[src/rtl/alu_mdu.sv]
// alu_mdu: iterative RISC-V M-extension multiply/divide unit.
// Multiply uses shift-add, one multiplier bit per cycle, over WIDTH cycles.
// Divide uses restoring division over WIDTH cycles.
// Divide by zero and signed overflow finish after a single BUSY cycle.
//
// Divide datapath (ops 4-7) is built only with macro LX32_MDU_DIV_EN.
// Without the macro, ops 4-7 finish after one BUSY cycle with result 0.
//
// Ports:
//   clk, rst            clock, async active-high reset
//   in_valid, in_ready  request handshake
//   op, src_a, src_b    operation and operands
//   flush               abort whatever is in flight
//   out_valid, out_ready, result  result handshake and value
module alu_mdu #(
    parameter int WIDTH = 32,
    parameter int CNT_W = $clog2(WIDTH) + 1
) (
    input  logic             clk,
    input  logic             rst,
    input  logic             in_valid,
    output logic             in_ready,
    input  logic [2:0]       op,
    input  logic [WIDTH-1:0] src_a,
    input  logic [WIDTH-1:0] src_b,
    input  logic             flush,
    output logic             out_valid,
    input  logic             out_ready,
    output logic [WIDTH-1:0] result
);

    localparam logic [2:0] OP_MUL    = 3'd0;
    localparam logic [2:0] OP_MULH   = 3'd1;
    localparam logic [2:0] OP_MULHSU = 3'd2;
    localparam logic [2:0] OP_DIV    = 3'd4;
    localparam logic [2:0] OP_DIVU   = 3'd5;
    localparam logic [2:0] OP_REM    = 3'd6;

    typedef enum logic [1:0] {
        IDLE = 2'd0,
        BUSY = 2'd1,
        DONE = 2'd2
    } state_t;

    state_t state;
    state_t state_nxt;

    logic [2:0]         op_q;
    logic [WIDTH-1:0]   mcand;
    logic [2*WIDTH-1:0] acc;
    logic [CNT_W-1:0]   cnt;
    logic               neg_lo;
    logic               neg_hi;
    logic               special;
    logic [WIDTH-1:0]   spec_res;
    logic [WIDTH-1:0]   result_q;

    logic accept;
    logic last;

    // Request decode
    logic             a_sgn;
    logic             b_sgn;
    logic             a_neg;
    logic             b_neg;
    logic [WIDTH-1:0] a_abs;
    logic [WIDTH-1:0] b_abs;
    logic             is_div;
    logic             sp_in;
    logic [WIDTH-1:0] sp_res_in;

    // Iteration step
    logic [WIDTH:0]     mul_sum;
    logic [2*WIDTH-1:0] mul_nxt;
    logic [2*WIDTH-1:0] div_nxt;
    logic [2*WIDTH-1:0] acc_nxt;
    logic [2*WIDTH-1:0] prod;
    logic [WIDTH-1:0]   fin;

    assign accept = (state == IDLE) && in_valid && !flush;
    assign is_div = op[2];

    always_comb begin
        a_sgn = (op == OP_MULH) || (op == OP_MULHSU) ||
                (op == OP_DIV)  || (op == OP_REM);
        b_sgn = (op == OP_MULH) || (op == OP_DIV) || (op == OP_REM);
        a_neg = a_sgn && src_a[WIDTH-1];
        b_neg = b_sgn && src_b[WIDTH-1];
        a_abs = a_neg ? (WIDTH'(0) - src_a) : src_a;
        b_abs = b_neg ? (WIDTH'(0) - src_b) : src_b;
    end

`ifdef LX32_MDU_DIV_EN
    logic div_zero;
    logic div_ovf;

    always_comb begin
        div_zero = (src_b == '0);
        div_ovf  = ((op == OP_DIV) || (op == OP_REM)) &&
                   (src_a == {1'b1, {(WIDTH-1){1'b0}}}) &&
                   (src_b == '1);
        sp_in     = is_div && (div_zero || div_ovf);
        sp_res_in = '0;
        if (div_zero) begin
            sp_res_in = ((op == OP_DIV) || (op == OP_DIVU)) ? '1 : src_a;
        end else if (div_ovf) begin
            sp_res_in = (op == OP_DIV) ? src_a : '0;
        end
    end

    // Restoring step: shift {rem, quo} left, try to subtract the divisor
    // from the widened partial remainder, keep the difference if it fits.
    logic [WIDTH+1:0] trial;

    always_comb begin
        trial = {1'b0, acc[2*WIDTH-1:WIDTH-1]} - {2'b00, mcand};
        if (!trial[WIDTH+1]) begin
            div_nxt = {trial[WIDTH-1:0], acc[WIDTH-2:0], 1'b1};
        end else begin
            div_nxt = {acc[2*WIDTH-2:0], 1'b0};
        end
    end
`else
    always_comb begin
        sp_in     = is_div;
        sp_res_in = '0;
        div_nxt   = acc;
    end
`endif

    // Shift-add step: low half holds the remaining multiplier bits.
    always_comb begin
        mul_sum = {1'b0, acc[2*WIDTH-1:WIDTH]} +
                  {1'b0, (acc[0] ? mcand : WIDTH'(0))};
        mul_nxt = {mul_sum, acc[WIDTH-1:1]};
        acc_nxt = op_q[2] ? div_nxt : mul_nxt;
    end

    // Sign correction of the finished magnitude result.
    always_comb begin
        prod = neg_lo ? ((2*WIDTH)'(0) - acc_nxt) : acc_nxt;
        fin  = '0;
        unique case (op_q)
            OP_MUL:  fin = prod[WIDTH-1:0];
            3'd1, 3'd2, 3'd3: fin = prod[2*WIDTH-1:WIDTH];
            OP_DIV, OP_DIVU: begin
                fin = neg_lo ? (WIDTH'(0) - acc_nxt[WIDTH-1:0])
                             : acc_nxt[WIDTH-1:0];
            end
            default: begin
                fin = neg_hi ? (WIDTH'(0) - acc_nxt[2*WIDTH-1:WIDTH])
                             : acc_nxt[2*WIDTH-1:WIDTH];
            end
        endcase
    end

    assign last = special || (cnt == CNT_W'(WIDTH - 1));

    // State register
    always_ff @(posedge clk or posedge rst) begin
        if (rst) begin
            state <= IDLE;
        end else begin
            state <= state_nxt;
        end
    end

    // Next-state logic; flush wins over everything else
    always_comb begin
        state_nxt = state;
        if (flush) begin
            state_nxt = IDLE;
        end else begin
            unique case (state)
                IDLE: if (in_valid) state_nxt = BUSY;
                BUSY: if (last) state_nxt = DONE;
                DONE: if (out_ready) state_nxt = IDLE;
                default: state_nxt = IDLE;
            endcase
        end
    end

    // Output logic
    always_comb begin
        in_ready  = (state == IDLE);
        out_valid = (state == DONE);
        result    = result_q;
    end

    // Datapath
    always_ff @(posedge clk or posedge rst) begin
        if (rst) begin
            op_q     <= '0;
            mcand    <= '0;
            acc      <= '0;
            cnt      <= '0;
            neg_lo   <= 1'b0;
            neg_hi   <= 1'b0;
            special  <= 1'b0;
            spec_res <= '0;
            result_q <= '0;
        end else if (accept) begin
            op_q     <= op;
            cnt      <= '0;
            special  <= sp_in;
            spec_res <= sp_res_in;
            neg_lo   <= a_neg ^ b_neg;
            neg_hi   <= is_div ? a_neg : (a_neg ^ b_neg);
            if (is_div) begin
                mcand <= b_abs;
                acc   <= {{WIDTH{1'b0}}, a_abs};
            end else begin
                mcand <= a_abs;
                acc   <= {{WIDTH{1'b0}}, b_abs};
            end
        end else if (state == BUSY && !flush) begin
            cnt <= cnt + 1'b1;
            acc <= acc_nxt;
            if (last) begin
                result_q <= special ? spec_res : fin;
            end
        end
    end

endmodule
[config.mk]
export PLATFORM = sky130hd
export DESIGN_NAME = alu_mdu
export DESIGN_NICKNAME = d
export VERILOG_FILES = /design/src/rtl/alu_mdu.sv
export SDC_FILE = /design/constraint.sdc
export NUM_CORES = 1
export LEC_CHECK = 0
export BUFFER_PORTS_ARGS = -buffer_cell sky130_fd_sc_hd__buf_2
export CAP_MARGIN = 20
export CORE_UTILIZATION = 51
export CTS_CLUSTER_DIAMETER = 200
export DETAILED_ROUTE_END_ITERATION = 6
export PLACE_DENSITY = 0.73
export REMOVE_ABC_BUFFERS = 1
export SYNTH_ARGS = -nofsm -noshare
export SYNTH_HDL_FRONTEND = slang
export SYNTH_SLANG_ARGS = --single-unit
[constraint.sdc]
create_clock -name clk -period 4.4 [get_ports clk]
set_input_delay 0.88 -clock clk [delete_from_list [all_inputs] [get_ports clk]]
set_output_delay 0.88 -clock clk [all_outputs]
set_load 0.05 [all_outputs]
# After elaboration in Yosys (flattened, before gate mapping)
# Index checks and enable logic that the tools add are counted.
[totals] regBits=142 latch_bits=0 ramBits=0 rom_bits=0 inputBits=72 output_inout_bits=34 word_cells=73 memories=0
[op_classes] addsub=7 mul=0 div_mod_pow=0 order_cmp=0 eq_ne=15 shifts=0 muxes=21 n_bitwise=2 reduce_logical=19
[op_table] operator="32-bit two-way mux" count=8
[op_table] operator="64-bit two-way mux" count=4
[op_table] operator="1-bit by 32-bit subtractor with 32-bit output (first input constant)" count=4
[op_table] operator="32-bit case mux with 3 select lines" count=1
[op_table] operator="1-bit by 64-bit subtractor with 64-bit output (first input constant)" count=1
[op_table] operator="32-bit by 32-bit adder with 33-bit output" count=1
[op_table] operator="3-bit == test (second input constant)" count=4
[op_table] operator="6-bit two-way mux" count=2
[op_table] operator="3-bit by 2-bit == test with 1-bit output (second input constant)" count=3
[op_table] operator="2-bit two-way mux" count=4
[op_table] operator="6-bit by 1-bit adder with 6-bit output (second input constant)" count=1
[op_table] operator="3-bit by 1-bit == test with 1-bit output (second input constant)" count=2
[op_table] operator="6-bit by 5-bit == test with 1-bit output (second input constant)" count=1
[op_table] operator="1-bit logical OR" count=6
[op_table] operator="3-bit by 2-bit inequality test with 1-bit output (second input constant)" count=2
[op_table] operator="2-bit case mux with 3 select lines" count=1
[op_table] operator="3-bit AND reduction" count=2
[op_table] operator="1-bit logical AND" count=5
[op_table] operator="3-bit logical NOT" count=1
[op_table] operator="3-bit inequality test (second input constant)" count=1
[op_table] operator="3-bit OR reduction" count=1
[op_table] operator="2-bit by 1-bit == test with 1-bit output (second input constant)" count=1
[op_table] operator="2-bit == test (second input constant)" count=1
[op_table] operator="2-bit logical NOT" count=1
[op_table] operator="6 further kinds" count=6

# Logic depth before layout (Yosys ltp)
# Gate-level depths: netlist of run 1.
[depth] depth_word=8 depth_mapped=20

# Worst setup path after synthesis of run 1
# No wires, ideal clock.
[synth_path] path_type="reg-to-reg" startpoint="register op_q[2]" endpoint="register result_q[28], in the netlist result[28]" setup_time_ps=127 arrival_time_ps=4593 required_time_ps=4273 path_slack_ps=-320 stages_incl_launch_ff=21 path_buffers=8 synth_period_minus_slack_ps=4720 path_cell_list="dfrtp_1 > buf_2 > buf_2 > buf_4 > buf_4 > clkbuf_1 > buf_1 > clkbuf_1 > clkbuf_1 > mux2i_1 > ha_1 > a21bo_2 > nor4_2 > nand3_1 > nor2_1 > o211ai_1 > nor4_1 > nand4_1 > o41ai_1 > xnor2_1 > o21ai_1"
[synth_between] elab_chain_cells=5 elab_cells_between_ends=17
[synth_rtl] element="start, declared" line="48" text="logic [2:0] op_q;"
[synth_rtl] element="start signal, assigned" line="203" text="op_q <= op;"
[synth_rtl] element="64-bit two-way mux" line="136" text="acc_nxt = op_q[2] ? div_nxt : mul_nxt;"
[synth_rtl] element="1-bit by 64-bit subtractor with 64-bit output, or another cell as far along" line="141" text="prod = neg_lo ? ((2*WIDTH)'(0) - acc_nxt) : acc_nxt;"
[synth_rtl] element="64-bit two-way mux, or another cell as far along" line="141"
[synth_rtl] element="32-bit case mux with 3 select lines *" line="143" text="unique case (op_q)"
[synth_rtl] element="32-bit two-way mux *" line="220" text="result_q <= special ? spec_res : fin;"
[synth_rtl] element="end signal, assigned" line="220"
[synth_rtl] element="end, declared" line="56" text="logic [WIDTH-1:0] result_q;"
# Every way passes the cells marked *; elsewhere a longest branch is shown, timed or not.
# A chain may end at the register's enable or synchronous reset.

# Worst setup path after layout of run 1
[layout_path] startpoint="register acc[0]" endpoint="register result_q[31], in the netlist result[31]"
[layout_between] elab_chain_cells=7 elab_cells_between_ends=11
[layout_rtl] element="start, declared" line="50" text="logic [2*WIDTH-1:0] acc;"
[layout_rtl] element="start signal, assigned" line="211" text="acc <= {{WIDTH{1'b0}}, a_abs};"
[layout_rtl] element="start signal, assigned" line="214" text="acc <= {{WIDTH{1'b0}}, b_abs};"
[layout_rtl] element="start signal, assigned" line="218" text="acc <= acc_nxt;"
[layout_rtl] element="32-bit two-way mux" line="134" text="{1'b0, (acc[0] ? mcand : WIDTH'(0))};"
[layout_rtl] element="32-bit by 32-bit adder with 33-bit output" line="133" text="mul_sum = {1'b0, acc[2*WIDTH-1:WIDTH]} +"
[layout_rtl] element="64-bit two-way mux *" line="136"
[layout_rtl] element="1-bit by 64-bit subtractor with 64-bit output, or another cell as far along" line="141"
[layout_rtl] element="64-bit two-way mux, or another cell as far along" line="141"
[layout_rtl] element="32-bit case mux with 3 select lines *" line="143"
[layout_rtl] element="32-bit two-way mux *" line="220"
# Marked as above.

==> flow_summary.html, run 1 <==
<table>
<tr><th>Metric</th><th>Value</th></tr>
<tr><th colspan="2">STA</th></tr>
<tr><td>Final setup violation count</td><td>0</td></tr>
<tr><td>Fmax</td><td>0.235 GHz</td></tr>
<tr><td>Number of max-slew violations in the final report</td><td>0</td></tr>
<tr><td>Period utilisation layout</td><td>0.966</td></tr>
<tr><td>Final hold viol count</td><td>0</td></tr>
<tr><td>Clock skew</td><td>13.4 ps</td></tr>
<tr><td>Slew at the pin closest to its max-slew limit</td><td>965 ps</td></tr>
<tr><td>Shortest clock period the worst path allows after layout</td><td>4250 ps</td></tr>
<tr><td>Worst rel slew slack</td><td>0.357</td></tr>
<tr><th colspan="2">Critical path</th></tr>
<tr><td>Worst Path Required</td><td>4770 ps</td></tr>
<tr><td>Worst EP arrival</td><td>4620 ps</td></tr>
<tr><td>Maximum fanout along the worst path</td><td>6</td></tr>
<tr><td>Startpoint of the worst setup timing path</td><td>acc[0]</td></tr>
<tr><td>Sort of element at the start of the critical path</td><td>flip-flop</td></tr>
<tr><td>Kind of end point of the critical path</td><td>flip-flop</td></tr>
<tr><td>R2R Path Start</td><td>acc[0]</td></tr>
<tr><td>Start-to-end type of the worst setup path</td><td>flip-flop to flip-flop</td></tr>
<tr><th colspan="2">Clocking</th></tr>
<tr><td>Maximum number of buffers from clock root to sink</td><td>2</td></tr>
<tr><td>Clk sink count</td><td>140</td></tr>
<tr><td>Clock-pin slew of the registers on the worst-case setup and hold paths</td><td>70 ps</td></tr>
<tr><td>Clock buffer count from CTS</td><td>17</td></tr>
<tr><td>Depth of the CTS H-tree</td><td>4</td></tr>
<tr><td>CTS Hold Bufs</td><td>0</td></tr>
<tr><td>Clock root buffer master</td><td>clkbuf_16</td></tr>
<tr><td>Clock insertion delay at the later pin of the skew report</td><td>430 ps</td></tr>
<tr><td>Clock tree from TritonCTS</td><td>yes</td></tr>
<tr><th colspan="2">Power</th></tr>
<tr><td>Worst supply voltage drop on vdd</td><td>0.000279 V</td></tr>
<tr><td>Cell leakage power</td><td>5.97 nW</td></tr>
<tr><td>Clock network power share</td><td>0.208</td></tr>
<tr><td>Flop pwr share</td><td>0.284</td></tr>
<tr><td>Switching power share of the total</td><td>0.479</td></tr>
<tr><td>Comb power frac</td><td>0.508</td></tr>
<tr><td>Power dissipated by switching net loads</td><td>3.54 mW</td></tr>
<tr><td>Power per Cell Area</td><td>537 nW/um^2</td></tr>
<tr><td>Internal power of the cells</td><td>3.86 mW</td></tr>
<tr><th colspan="2">Yosys</th></tr>
<tr><td>Count of yosys warnings during synthesis</td><td>0</td></tr>
<tr><td>Synth cell types</td><td>89</td></tr>
<tr><td>Seq/Total Area, Yosys</td><td>0.289</td></tr>
<tr><td>Number of instances in the synthesized netlist</td><td>1571</td></tr>
<tr><td>Number of flops mapped to enable cells by yosys</td><td>0</td></tr>
<tr><td>Post-synthesis cell area</td><td>12100 um^2</td></tr>
<tr><td>Mean area per synthesized cell</td><td>7.72 um^2</td></tr>
<tr><td>Synthesis-stage register bit count</td><td>140</td></tr>
<tr><td>Fraction of registers with async set/reset</td><td>1.00</td></tr>
<tr><td>Main synth FF type</td><td>dfrtp_1</td></tr>
<tr><th colspan="2">GRT</th></tr>
<tr><td>Number of antenna violations at the first check in global routing</td><td>0</td></tr>
<tr><td>Vias in the first global route</td><td>11045</td></tr>
<tr><td>Wire length of the first global-routing pass</td><td>61400 um</td></tr>
<tr><td>Gr usage total</td><td>0.323</td></tr>
<tr><td>Largest net degree at the start of global routing</td><td>101</td></tr>
<tr><td>Total overflow reported by the global router</td><td>0</td></tr>
<tr><th colspan="2">Floorplanning</th></tr>
<tr><td>Die span in x</td><td>156 um</td></tr>
<tr><td>FP Rows</td><td>56</td></tr>
<tr><td>Die Y</td><td>156 um</td></tr>
<tr><td>Full die area</td><td>24400 um^2</td></tr>
<tr><td>Total core area</td><td>23400 um^2</td></tr>
<tr><td>I/O Pins</td><td>106</td></tr>
<tr><td>Effective utilization at floorplan</td><td>0.518</td></tr>
<tr><th colspan="2">Drt</th></tr>
<tr><td>Drc violations</td><td>0</td></tr>
<tr><td>Violation count after the first detailed-routing iteration</td><td>1185</td></tr>
<tr><td>Sum of routed wire length over all layers</td><td>39000 um</td></tr>
<tr><td>Number of vias per cell</td><td>6.19</td></tr>
<tr><td>Detailed-router iteration count before antenna repair</td><td>6</td></tr>
<tr><td>Post-detailed-route wirelength per cell</td><td>19.6 um</td></tr>
<tr><td>Count of vias placed by the detailed router</td><td>12280</td></tr>
<tr><td>Number of nets with antenna violations after detailed routing</td><td>0</td></tr>
<tr><th colspan="2">Cells and area</th></tr>
<tr><td>Net total in the final layout</td><td>1763</td></tr>
<tr><td>Share of the core filled with cells in the final layout</td><td>0.588</td></tr>
<tr><td>Antenna cells</td><td>0</td></tr>
<tr><td>Sequential Area</td><td>3500 um^2</td></tr>
<tr><td>Count of fill cells added during filler insertion</td><td>2229</td></tr>
<tr><td>Final design instance area without fill</td><td>13800 um^2</td></tr>
<tr><td>Signed area change from the synthesized netlist to the final layout</td><td>13.6%</td></tr>
<tr><td>Fraction of final layout cells sized beyond drive strength 1</td><td>0.147</td></tr>
<tr><td>Area occupied by multi-input gates</td><td>8260 um^2</td></tr>
<tr><th colspan="2">Place</th></tr>
<tr><td>Detailed placer's ending HPWL</td><td>29000 um</td></tr>
<tr><td>Global placement routability congestion</td><td>1.01</td></tr>
<tr><td>Post-Place Cell Area</td><td>13100 um^2</td></tr>
<tr><td>Port Buffer Count</td><td>105</td></tr>
<tr><th colspan="2">Flow run</th></tr>
<tr><td>Reported max-cap violation count</td><td>0</td></tr>
<tr><th colspan="2">Worst hold path</th></tr>
<tr><td>Min-Delay Path Class</td><td>flip-flop to flip-flop</td></tr>
<tr><td>HP Start</td><td>result[20]</td></tr>
<tr><th colspan="2">Run status</th></tr>
<tr><td>Run status</td><td>completed</td></tr>
</table>
per-layer routing:
metal,track usage,vias up,part of all wire
met5,0,-,0
met4,0.131,0,0.037
met3,0.0503,86,0.075
met2,0.473,495,0.43
met1,0.471,5834,0.46
li1,-,5865,-
area by class of cell:
type,instances,share of cell area
Inverter,28,0.00800
Clock buffer,18,0.0312
Tap cell,319,0.0290
Multi-Input combinational cell,1312,0.600
Timing Repair Buffer,154,0.0649
Clock inverter,14,0.0127
Sequential cell,140,0.254
synthesized netlist by cell type, drive strengths merged (10+ instances only):
master | count | area (um^2)
nand2 | 216 | 811
nor2 | 171 | 649
dfrtp | 140 | 3500
o21ai | 138 | 691
a21oi | 114 | 571
clkbuf | 78 | 293
xnor2 | 72 | 631
xor2 | 54 | 473
and2 | 41 | 257
ha | 37 | 463
nand3 | 37 | 223
a31oi | 35 | 219
a21o | 27 | 203
nor3 | 27 | 135
a22o | 26 | 228
inv | 26 | 97.6
mux2i | 26 | 260
o31ai | 26 | 200
nor4 | 20 | 138
nand4 | 18 | 113
o211ai | 17 | 133
a211oi | 16 | 135
buf | 13 | 67.6
nand2b | 12 | 75.1
a22oi | 11 | 82.6
and3 | 11 | 68.8
nor2b | 11 | 68.8
o22ai | 11 | 68.8
or2 | 10 | 62.6
or3 | 10 | 67.6
critical path, cell delays in order, from the launching register on:
cell,delay (ps)
dfrtp_1,390
and2_1,160
ha_1,210
fa_1,430
a21o_1,200
a221o_1,410
a311o_1,390
a31oi_1,230
o211ai_1,230
or3_4,420
and4bb_1,400
nand3_4,110
or4_1,510
nand3_1,100
kinds of logic after synthesis:
logic type | count (synthesis) | synth area share
flops | 140 | 0.289
simple gates | 617 | 0.245
buf+inv | 119 | 0.0384
fa+ha+maj | 38 | 0.0398
compound gates | 496 | 0.267
mux | 35 | 0.0298
xor+xnor | 126 | 0.0910
through the flow:
stage	hold WS, ps	setup WS [ps]	total power, mW	TNS (ps)	cells
global route	498	-13.8	7.81	-15.0	1985
detailed placement	463	145	5.73	0	1952
global placement	454	188	5.68	0	1952
finish	475	151	7.40	0	1985
floorplan	430	-404	4.58	-33880	1480
CTS	477	90.6	7.27	0	1984
final timing paths:
| check | slack [ps] | to | depth (start not counted) |
|---|---|---|---|
| worst max-delay path | 150 | result[31] | 13 |
| worst min-delay path | 470 | result[20] | 2 |
| worst min register to register | 470 | result[20] | 2 |
| max in group asynchronous | 2830 | result[18] | 3 |
| worst max register to register | 150 | result[31] | 13 |
| min in group asynchronous | 610 | acc[43] | 2 |
state kept, by name (all words and copies together) (netlist names):
register  count
mcand        32
neg_lo        1
cnt           6
acc          64
result       32
state         2
op_q          3
power groups by stage:
stage / Sequential, mW / Clock, mW / Combinational, mW
after floorplan: 2.49 / 0 / 2.09
after global placement: 2.09 / 0 / 3.59
after detailed placement: 2.10 / 0 / 3.63
after CTS: 2.08 / 1.54 / 3.64
after global routing: 2.15 / 1.61 / 4.06
final: 2.10 / 1.54 / 3.76
placed cells by master, fill, tap and decap left out, types with 41 or more instances in the layout:
| cell | count |
|---|---|
| buf_2 | 105 |
| a21oi_1 | 114 |
| nor2_1 | 169 |
| buf_4 | 49 |
| xor2_1 | 54 |
| nand2_1 | 215 |
| o21ai_0 | 133 |
| xnor2_1 | 72 |
| and2_1 | 41 |
| dfrtp_1 | 139 |
repair_timing:
item | 4_1_cts | 5_1_grt
gates resized for setup | 0 | 16
endpoints found under the hold margin | 0 | 0
buffers inserted | 0 | 1
endpoints found under the setup margin | 0 | 16
No activity file was read; power rests on OpenSTA's default activity.
==> run 2: changes to the inputs <==
--- a/config.mk
+++ b/config.mk
@@ -10,7 +10,7 @@
 export CORE_UTILIZATION = 51
 export CTS_CLUSTER_DIAMETER = 200
 export DETAILED_ROUTE_END_ITERATION = 6
-export PLACE_DENSITY = 0.73
+export PLACE_DENSITY = 0.71
 export REMOVE_ABC_BUFFERS = 1
 export SYNTH_ARGS = -nofsm -noshare
 export SYNTH_HDL_FRONTEND = slang
==> run 2 against run 1 <==
  * The run now ends with design-rule violations left
  * Routed wire length up 0.51%
  * Via count shrank 1.7%
  * Clock-buffer cell count is the same
  * Power is 0.88% lower
  * First-iteration DRC count decreased by 13%
  * Hold slack better by 2.1 ps
  * Critical path depth unchanged
  * Die area did not move
  * Sequential share of layout area is 0.069 points higher
  * Maximum frequency up 0.87%
  * Cell count up 0.40%
  * Final area fell by 0.27%
==> flow_summary.html, run 2 (synthesis results as in run 1) <==
<table>
<tr><th>Metric</th><th>Value</th></tr>
<tr><th colspan="2">Clocking</th></tr>
<tr><td>Clk sink count</td><td>140</td></tr>
<tr><td>Clock root buffer master</td><td>clkbuf_16</td></tr>
<tr><td>Clock tree from TritonCTS</td><td>yes</td></tr>
<tr><td>CTS Hold Bufs</td><td>0</td></tr>
<tr><td>Clock insertion delay at the later pin of the skew report</td><td>440 ps</td></tr>
<tr><td>Depth of the CTS H-tree</td><td>4</td></tr>
<tr><td>Maximum number of buffers from clock root to sink</td><td>2</td></tr>
<tr><td>Clock-pin slew of the registers on the worst-case setup and hold paths</td><td>70 ps</td></tr>
<tr><td>Clock buffer count from CTS</td><td>17</td></tr>
<tr><th colspan="2">GRT</th></tr>
<tr><td>Wire length of the first global-routing pass</td><td>61900 um</td></tr>
<tr><td>Total overflow reported by the global router</td><td>0</td></tr>
<tr><td>Number of antenna violations at the first check in global routing</td><td>0</td></tr>
<tr><td>Vias in the first global route</td><td>11155</td></tr>
<tr><td>Gr usage total</td><td>0.328</td></tr>
<tr><td>Largest net degree at the start of global routing</td><td>94</td></tr>
<tr><th colspan="2">STA</th></tr>
<tr><td>Slew at the pin closest to its max-slew limit</td><td>1150 ps</td></tr>
<tr><td>Fmax</td><td>0.237 GHz</td></tr>
<tr><td>Final setup violation count</td><td>0</td></tr>
<tr><td>Number of max-slew violations in the final report</td><td>0</td></tr>
<tr><td>Period utilisation layout</td><td>0.957</td></tr>
<tr><td>Shortest clock period the worst path allows after layout</td><td>4210 ps</td></tr>
<tr><td>Final hold viol count</td><td>0</td></tr>
<tr><td>RSZ-0062 raised after global routing</td><td>false</td></tr>
<tr><td>Worst-case hold slack</td><td>477 ps</td></tr>
<tr><td>Clock skew</td><td>16.9 ps</td></tr>
<tr><td>Worst rel slew slack</td><td>0.230</td></tr>
<tr><th colspan="2">Run status</th></tr>
<tr><td>Violations in the final reports</td><td>design-rule violations</td></tr>
<tr><td>Run status</td><td>finished, violations left</td></tr>
<tr><th colspan="2">Critical path</th></tr>
<tr><td>Kind of end point of the critical path</td><td>flip-flop</td></tr>
<tr><td>Start-to-end type of the worst setup path</td><td>flip-flop to flip-flop</td></tr>
<tr><td>Setup slack of the worst register-to-register path</td><td>190 ps</td></tr>
<tr><td>Worst Path Required</td><td>4770 ps</td></tr>
<tr><td>Maximum fanout along the worst path</td><td>8</td></tr>
<tr><td>Sort of element at the start of the critical path</td><td>flip-flop</td></tr>
<tr><td>Worst EP arrival</td><td>4580 ps</td></tr>
<tr><th colspan="2">Place</th></tr>
<tr><td>Port Buffer Count</td><td>105</td></tr>
<tr><td>Detailed placer's ending HPWL</td><td>30000 um</td></tr>
<tr><td>Global placement routability congestion</td><td>0.944</td></tr>
<tr><td>Number of placed cells counting well taps</td><td>1959</td></tr>
<tr><th colspan="2">Drt</th></tr>
<tr><td>Number of nets with antenna violations after detailed routing</td><td>0</td></tr>
<tr><td>Detailed-router iteration count before antenna repair</td><td>7</td></tr>
<tr><td>Post-detailed-route wirelength per cell</td><td>19.6 um</td></tr>
<tr><td>Count of vias placed by the detailed router</td><td>12076</td></tr>
<tr><td>Violation count after the first detailed-routing iteration</td><td>1033</td></tr>
<tr><td>Sum of routed wire length over all layers</td><td>39200 um</td></tr>
<tr><td>Number of vias per cell</td><td>6.06</td></tr>
<tr><td>Drc violations</td><td>1</td></tr>
<tr><th colspan="2">Cells and area</th></tr>
<tr><td>Most used cells in the layout excluding fill and tap cells</td><td>nand2_1, nor2_1, dfrtp_1</td></tr>
<tr><td>Net total in the final layout</td><td>1771</td></tr>
<tr><td>Signed area change from the synthesized netlist to the final layout</td><td>13.3%</td></tr>
<tr><td>Antenna cells</td><td>0</td></tr>
<tr><td>Most common cell after layout, fill and taps aside</td><td>nand2_1</td></tr>
<tr><td>Max FFs per register</td><td>64</td></tr>
<tr><td>Final non-filler cell total</td><td>1993</td></tr>
<tr><td>Register with the highest flop count</td><td>acc</td></tr>
<tr><td>Count of fill cells added during filler insertion</td><td>2260</td></tr>
<tr><td>Fraction of final layout cells sized beyond drive strength 1</td><td>0.146</td></tr>
<tr><th colspan="2">Floorplanning</th></tr>
<tr><td>Total core area</td><td>23400 um^2</td></tr>
<tr><td>Die Y</td><td>156 um</td></tr>
<tr><td>I/O Pins</td><td>106</td></tr>
<tr><td>Full die area</td><td>24400 um^2</td></tr>
<tr><td>FP Rows</td><td>56</td></tr>
<tr><td>Die span in x</td><td>156 um</td></tr>
<tr><td>Effective utilization at floorplan</td><td>0.518</td></tr>
<tr><th colspan="2">Power</th></tr>
<tr><td>Worst supply voltage drop on vdd</td><td>0.000265 V</td></tr>
<tr><td>Power dissipated by switching net loads</td><td>3.57 mW</td></tr>
<tr><td>Internal power of the cells</td><td>3.77 mW</td></tr>
<tr><td>Comb power frac</td><td>0.523</td></tr>
<tr><td>Flop pwr share</td><td>0.285</td></tr>
<tr><td>Cell leakage power</td><td>5.97 nW</td></tr>
<tr><td>Power per Cell Area</td><td>534 nW/um^2</td></tr>
<tr><td>Clock network power share</td><td>0.192</td></tr>
<tr><td>Switching power share of the total</td><td>0.487</td></tr>
<tr><th colspan="2">Worst hold path</th></tr>
<tr><td>Min-Delay Path Class</td><td>flip-flop to flip-flop</td></tr>
<tr><th colspan="2">Flow run</th></tr>
<tr><td>Reported max-cap violation count</td><td>0</td></tr>
</table>
## run 2: final timing paths
path | start | endpoint | cells after the start
worst max-delay path | acc[0] | result[31] | 13
worst min-delay path | result[14] | result[14] | 2
worst max register to register | acc[0] | result[31] | 13
worst min register to register | result[14] | result[14] | 2
max in group asynchronous | rst | acc[51] | 3
min in group asynchronous | rst | result[9] | 2
## run 2: layout make-up
type	instances	area, um^2	share of cell area
Sequential cell	140	3500	0.255
Inverter	28	110	0.00802
Multi-Input combinational cell	1312	8200	0.597
Tap cell	319	399	0.0291
Clock buffer	18	429	0.0312
Timing Repair Buffer	162	966	0.0703
Clock inverter	14	129	0.00938
## run 2: power by group through the flow
stage,clock (mW),sequential (mW),combinational (mW)
after global routing,1.47,2.14,4.14
after detailed placement,0,2.09,3.73
after floorplan,0,2.49,2.09
final,1.41,2.09,3.84
after global placement,0,2.09,3.70
after CTS,1.42,2.08,3.75
## run 2: routing by layer
| metal | GRT usage | share of wire | wire [um] |
|---|---|---|---|
| met4 | 0.112 | 0.026 | 1020 |
| met1 | 0.471 | 0.47 | 18400 |
| met5 | 0 | 0 | 0 |
| met2 | 0.488 | 0.43 | 16800 |
| met3 | 0.0653 | 0.075 | 2960 |
## run 2: stage by stage
step                      total power, mW  TNS (ps)  setup slack, ps  utilization  area, um^2
after global placement               5.79         0              134        0.561       13100
after floorplan                      4.58    -33880             -404            -       11800
final                                7.34         0              187        0.587       13700
after global routing                 7.75         0             11.9        0.587       13700
after detailed placement             5.83         0             99.9        0.561       13100
after CTS                            7.25         0             87.3        0.585       13700
## run 2: what timing repair did
item | 4_1_cts | 5_1_grt
resized for setup | 0 | 6
setup endpoints to repair | 0 | 12
setup buffers | 0 | 2
endpoints found under the hold margin | 0 | 0
## run 2: worst max-delay path: stages, from the launching register on
cell and delay, ps:
dfrtp_1 390, and2_1 160, ha_1 230, fa_1 440
a21o_1 200, a221o_1 400, a311o_1 390, a31oi_1 210
o211ai_1 210, or3_4 410, and4bb_4 400, nand3_4 100
or4_1 510, nand3_1 90
